$ cat config.mk
export PLATFORM = sky130hd
export DESIGN_NAME = lif_synapse
export DESIGN_NICKNAME = d
export VERILOG_FILES = /design/src/rtl/lif_synapse_pkg.sv /design/src/rtl/lif_synapse_spike_edge_detect.sv /design/src/rtl/lif_synapse.sv
export SDC_FILE = /design/constraint.sdc
export NUM_CORES = 1
export LEC_CHECK = 0
export BUFFER_PORTS_ARGS = -buffer_cell sky130_fd_sc_hd__buf_4
export CAP_MARGIN = 20
export CORE_ASPECT_RATIO = 0.8
export CORE_MARGIN = 3
export CORE_UTILIZATION = 66
export DETAILED_ROUTE_END_ITERATION = 8
export HOLD_SLACK_MARGIN = 0.03
export MAX_ROUTING_LAYER = met4
export PLACE_DENSITY = 0.94
export SETUP_SLACK_MARGIN = 0.15
export SLEW_MARGIN = 20
export SYNTH_ARGS = -nofsm -noshare
export SYNTH_HDL_FRONTEND = slang
export SYNTH_SLANG_ARGS = --single-unit
$ cat constraint.sdc
create_clock -name clk -period 16.6 [get_ports clk]
set_clock_uncertainty 0.15 [all_clocks]
set_input_delay 3.32 -clock clk [delete_from_list [all_inputs] [get_ports clk]]
set_output_delay 3.32 -clock clk [all_outputs]
set_load 0.1 [all_outputs]
$ cat src/rtl/lif_synapse_pkg.sv
// Shared neuron package: default parameter values for the LIF synapse/neuron
// blocks and a small width helper used when sizing indices and counters.
package lif_synapse_pkg;

   localparam int unsigned NInDefault         = 3;
   localparam int unsigned WDefault           = 8;
   localparam int unsigned DecayShiftDefault  = 2;
   localparam int unsigned DecayPeriodDefault = 4;
   localparam int unsigned WeightInitDefault  = 16;

   // Bits needed to index 0..n-1, never less than one so ports stay legal for n=1.
   function automatic int unsigned idx_width(input int unsigned n);
      return (n > 1) ? $clog2(n) : 1;
   endfunction

endpackage

$ cat src/rtl/lif_synapse_spike_edge_detect.sv
// spike_edge_detect: holds the previous-spike register and emits a one-cycle
// event pulse for every input that rose since the last enabled cycle.
//   clk       - clock, rising edge
//   rst_n     - asynchronous active-low reset (previous-spike register -> 0)
//   ena       - when low, the previous-spike register holds and no events fire
//   spike_in  - presynaptic spike levels
//   spike_evt - per-input rising-edge events (combinational)
module spike_edge_detect #(
   parameter int unsigned N_IN = 3
) (
   input  logic            clk,
   input  logic            rst_n,
   input  logic            ena,
   input  logic [N_IN-1:0] spike_in,
   output logic [N_IN-1:0] spike_evt
);

   logic [N_IN-1:0] prev_q, prev_d;

   always_comb begin
      prev_d    = ena ? spike_in : prev_q;
      spike_evt = ena ? (spike_in & ~prev_q) : '0;
   end

   always_ff @(posedge clk or negedge rst_n) begin
      if (!rst_n) begin
         prev_q <= '0;
      end else begin
         prev_q <= prev_d;
      end
   end

endmodule

$ cat src/rtl/lif_synapse.sv
// lif_synapse: leaky-integrating synaptic current. Each rising spike on an
// input adds that input's weight to isyn; every DECAY_PERIOD cycles isyn loses
// isyn >> DECAY_SHIFT. The sum saturates at 2^W-1 and flags sat for one cycle.
//   clk      - clock, rising edge
//   rst_n    - asynchronous active-low reset
//   ena      - enable; low holds isyn, tick counter and spike history
//   spike_in - presynaptic spike levels
//   wr_en    - weight write strobe (honoured regardless of ena)
//   wr_addr  - weight index; out-of-range writes are dropped
//   wr_data  - unsigned weight value
//   isyn     - registered synaptic current
//   sat      - registered pulse, high for the cycle after a clipped update
module lif_synapse
   import lif_synapse_pkg::*;
#(
   parameter int unsigned N_IN         = NInDefault,
   parameter int unsigned W            = WDefault,
   parameter int unsigned DECAY_SHIFT  = DecayShiftDefault,
   parameter int unsigned DECAY_PERIOD = DecayPeriodDefault,
   parameter int unsigned WEIGHT_INIT  = WeightInitDefault
) (
   input  logic                      clk,
   input  logic                      rst_n,
   input  logic                      ena,
   input  logic [N_IN-1:0]           spike_in,
   input  logic                      wr_en,
   input  logic [idx_width(N_IN)-1:0] wr_addr,
   input  logic [W-1:0]              wr_data,
   output logic [W-1:0]              isyn,
   output logic                      sat
);

   localparam int unsigned AW = idx_width(N_IN);
   localparam int unsigned TW = idx_width(DECAY_PERIOD);
   // Wide enough for a full-scale current plus every weight at full scale.
   localparam int unsigned SW = W + AW + 1;

   // ---------------------------------------------------------------- events
   logic [N_IN-1:0] spike_evt;

   spike_edge_detect #(
      .N_IN (N_IN)
   ) u_edge (
      .clk       (clk),
      .rst_n     (rst_n),
      .ena       (ena),
      .spike_in  (spike_in),
      .spike_evt (spike_evt)
   );

   // ---------------------------------------------------------- weight file
   logic [W-1:0] weight_q [N_IN];
   logic [W-1:0] weight_d [N_IN];
   logic         wr_ok;

   always_comb begin
      wr_ok = wr_en && (32'(wr_addr) < N_IN);
      for (int i = 0; i < N_IN; i++) begin
         weight_d[i] = weight_q[i];
         if (wr_ok && (32'(wr_addr) == i)) begin
            weight_d[i] = wr_data;
         end
      end
   end

   always_ff @(posedge clk or negedge rst_n) begin
      if (!rst_n) begin
         for (int i = 0; i < N_IN; i++) begin
            weight_q[i] <= W'(WEIGHT_INIT);
         end
      end else begin
         for (int i = 0; i < N_IN; i++) begin
            weight_q[i] <= weight_d[i];
         end
      end
   end

   // ---------------------------------------------------------- tick counter
   logic [TW-1:0] tick_q, tick_d;
   logic          tick_last;

   always_comb begin
      tick_last = (tick_q == TW'(DECAY_PERIOD - 1));
      tick_d    = tick_q;
      if (ena) begin
         tick_d = tick_last ? '0 : tick_q + 1'b1;
      end
   end

   always_ff @(posedge clk or negedge rst_n) begin
      if (!rst_n) begin
         tick_q <= '0;
      end else begin
         tick_q <= tick_d;
      end
   end

   // ------------------------------------------------- accumulate/saturate
   logic [W-1:0]  isyn_q, isyn_d;
   logic          sat_q, sat_d;
   logic [W-1:0]  decayed;
   logic [SW-1:0] total;
   logic          over;

   always_comb begin
      // Decay first, then add events, so a same-cycle event is never decayed.
      decayed = tick_last ? (isyn_q - (isyn_q >> DECAY_SHIFT)) : isyn_q;
      total   = SW'(decayed);
      for (int i = 0; i < N_IN; i++) begin
         if (spike_evt[i]) begin
            total = total + SW'(weight_q[i]);
         end
      end
      over   = (total > SW'({W{1'b1}}));
      isyn_d = isyn_q;
      sat_d  = 1'b0;
      if (ena) begin
         isyn_d = over ? {W{1'b1}} : total[W-1:0];
         sat_d  = over;
      end
   end

   always_ff @(posedge clk or negedge rst_n) begin
      if (!rst_n) begin
         isyn_q <= '0;
         sat_q  <= 1'b0;
      end else begin
         isyn_q <= isyn_d;
         sat_q  <= sat_d;
      end
   end

   assign isyn = isyn_q;
   assign sat  = sat_q;

endmodule

==> metrics.md <==
| Metric | Value |
|---|---|
| Final min period | 8.13 ns |
| Max Slew Vio Count | 0 |
| Final period util | 49.0% |
| Die Ht | 68.9 µm |
| # setup viols final | 0 |
| Nets | 425 |
| Total Wirelength | 7930 µm |
| Most used cell, CP | ha_1 |
| Root Buffer | clkbuf_8 |
| Max clock buf depth | 2 |
| Initial cell density of the core | 69.7% |
| Share of layout cells above drive strength 1 | 19.5% |
| Vias in the first global route | 2,690 |
| CP startpoint | ena |
| Reg clk slew, reported paths | 0.08 ns |
| Crit end category | flop |
| Syn Area/Cell | 9.31 µm² |
| # hold bufs at CTS | 0 |
| Post-DR vias/cell | 6.44 |
| Worst Hold End | tick_q[1] |
| Post-Syn Nets | 402 |
| # H-tree levels | 2 |
| Top FF cell, synth | dfrtp_1 |
| Fmax achieved | 123 MHz |
| Yosys Warn Count | 0 |
| Reg2reg setup slack | 9.81 ns |
| Gr ovfl total | 0 |
| Max-Cap Viols | 0 |
| DIE AREA | 5820 µm² |
| Crit start category | input port |
| Synth Register Bits | 38 |
| Clock buffer count from CTS | 5 |
| Clk_lat worst skew | 0.31 ns |
| Antenna Cells | 0 |
| # rows | 22 |
| Reg area | 955 µm² |
| Post_cts resized | 0 |
| Yosys cell types | 50 |
| Ranking of synthesized cells by area | dfrtp_1, ha_1, mux2_2 |
| Post-DP HPWL | 5970 µm |
| Crit path DAT | 8.16 ns |
| Post-synth top cells | dfrtp_1, nor2_1, ha_1 |
| Post-synth ARST share | 100% |
| Mapped Cells | 350 |
| Final hold vios | 0 |
| Critical path cell sequence | buf_4 > nand3b_1 > mux2_2 > ha_1 > inv_1 > fa_1 > nand2b_1 > a21oi_1 > o21ai_0 > a21boi_0 > o31ai_1 > ha_1 > or3_1 > o32a_1 > or4_4 > mux2i_1 > a22o_2 > a41oi_2 |
| Worst EP required | 16.63 ns |
| Sequential element share of the synthesized area | 29.3% |
| Fillers | 301 |
| Die width | 84.6 µm |
| Max incr delay on CP | 0.54 ns |
| Hold Path Stages | 1 |
| Global Route Usage Sum | 30.7% |
| RSZ-0062 raised after global routing | false |
| CP max-delay cell | or4_4 |
| Synth Cell Area | 3260 µm² |
| Worst R2R End | isyn[5] |
| Initial antenna violation count | 0 |
| Core ar. | 4680 µm² |
| Synth area leader | dfrtp_1 |
| Worst-case reg-to-reg path depth | 22 |
| Number of flops mapped to enable cells by yosys | 0 |
| Multi-input gate area | 2170 µm² |
| HP Class | flop to flop |
| First DRT Iteration DRCs | 259 |
| Kind of critical path | input port to flop |
| Post-route DRC | 0 |
| DR WL/cell | 18.3 µm |
| DRT Pass-1 Iters | 4 |
| Rel. slew slack | 28.8% |
| Slew @ Worst Pin | 1.06 ns |
| Critical-path maximum fanout | 27 |
| Pin count of the biggest net entering global routing | 39 |
| Remaining antenna violation count | 0 |
| Via Count | 2,795 |
| Reg2reg start | isyn[2] |
| Buffers on Ports | 25 |
| Layout area overhead | 11.2% |
| Setup Fix Bufs, Post-CTS | 0 |
| GPL Wtd Cong | 0.926 |
| Fin Setup TNS | 0 ns |
| IO Count | 26 |
| CTS tree | yes |
| Status | finished clean |
| Share of the synthesized area in the top cell type | 26.9% |
| Hold Path Origin | tick_q[1] |
| First-pass GRT wire length | 13,200 µm |
| CTS sink count | 38 |
| Most frequent cell after synthesis | dfrtp_1 |
## how the worst max path moves through the flow
stage,endpoint,cells past startpoint
after global routing,isyn[5],18
after global placement,isyn[5],18
after detailed placement,isyn[1],18
final,isyn[5],18
after floorplan,isyn[1],21
after CTS,isyn[5],18
## sequential cells by signal, indices dropped and copies added, names as in the netlist
| register | count |
|---|---|
| sat | 1 |
| isyn | 8 |
| weight_q | 24 |
| tick_q | 2 |
| u_edge.prev_q | 3 |
## metrics by stage
| step | worst slack [ns] | util [%] | area, µm² | hold WS [ns] | instances |
|---|---|---|---|---|---|
| after floorplan | 9.11 | - | 3260 | 0.335 | 350 |
| after global placement | 8.59 | 74.4 | 3480 | 0.344 | 426 |
| after detailed placement | 8.36 | 74.4 | 3480 | 0.351 | 426 |
| after CTS | 8.56 | 77.5 | 3620 | 0.369 | 434 |
| after global routing | 8.21 | 77.5 | 3620 | 0.382 | 434 |
| final | 8.47 | 77.5 | 3620 | 0.364 | 434 |
## layer usage
metal  up-vias  wire [µm]  GRT usage, %  part of all wire, %
met3        16        620          6.29                  7.8
li1       1335          -             -                    -
met2       110       3750          51.8                   47
met5         -          0             -                    0
met1      1334       3410          37.3                   43
met4         0        142          11.3                  1.8
## cells by family (layout without fill, tap and decap cells)
family / count (synthesis) / after routing / share of synthesized area [%]
compound gates: 94 / 94 / 20.3
xor+xnor: 16 / 16 / 4.30
fa+ha+maj: 35 / 35 / 14.4
buf+inv: 32 / 56 / 3.99
flops: 38 / 38 / 29.3
mux: 38 / 38 / 12.8
simple gates: 97 / 97 / 14.9
## worst max-delay path, delay by kind of cell
family / cells / cell delay (ns)
AOI/OAI and AO/OA: 7 / 1.40
muxes: 2 / 0.63
buffers and inverters: 2 / 0.32
and+or+nand+nor: 4 / 1.63
adders and majority gates: 3 / 0.84
## cell type report
| type | instances | area share, % |
|---|---|---|
| clock inverter | 2 | 1.66 |
| tap | 60 | 2.07 |
| sequential | 38 | 26.3 |
| timing repair buffer | 26 | 5.38 |
| clock buffer | 6 | 2.28 |
| multi-input combinational | 280 | 60.0 |
| inverter | 22 | 2.28 |
## placed cells by master, fill, tap and decap left out, types with 4 or more instances in the layout
cell       n
nand3_1    5
nand2_1   21
ha_1      31
nand2b_1   7
mux2i_1    8
nor3_1     4
fa_1       4
a211oi_1   7
o211ai_1   4
clkbuf_8   6
a21o_1     7
nand3b_1   7
a31oi_1    6
dfrtp_1   35
nor2b_1    7
nor3b_1    4
nor2_1    33
o21a_1    14
inv_1     22
buf_4     26
mux2_2    30
o21ai_0   20
xnor2_1   12
xor2_1     4
a21oi_1   13
Power is left out: the tool's default activity adds up to more than one toggle a clock period on the data nets, which glitch-free logic cannot reach.
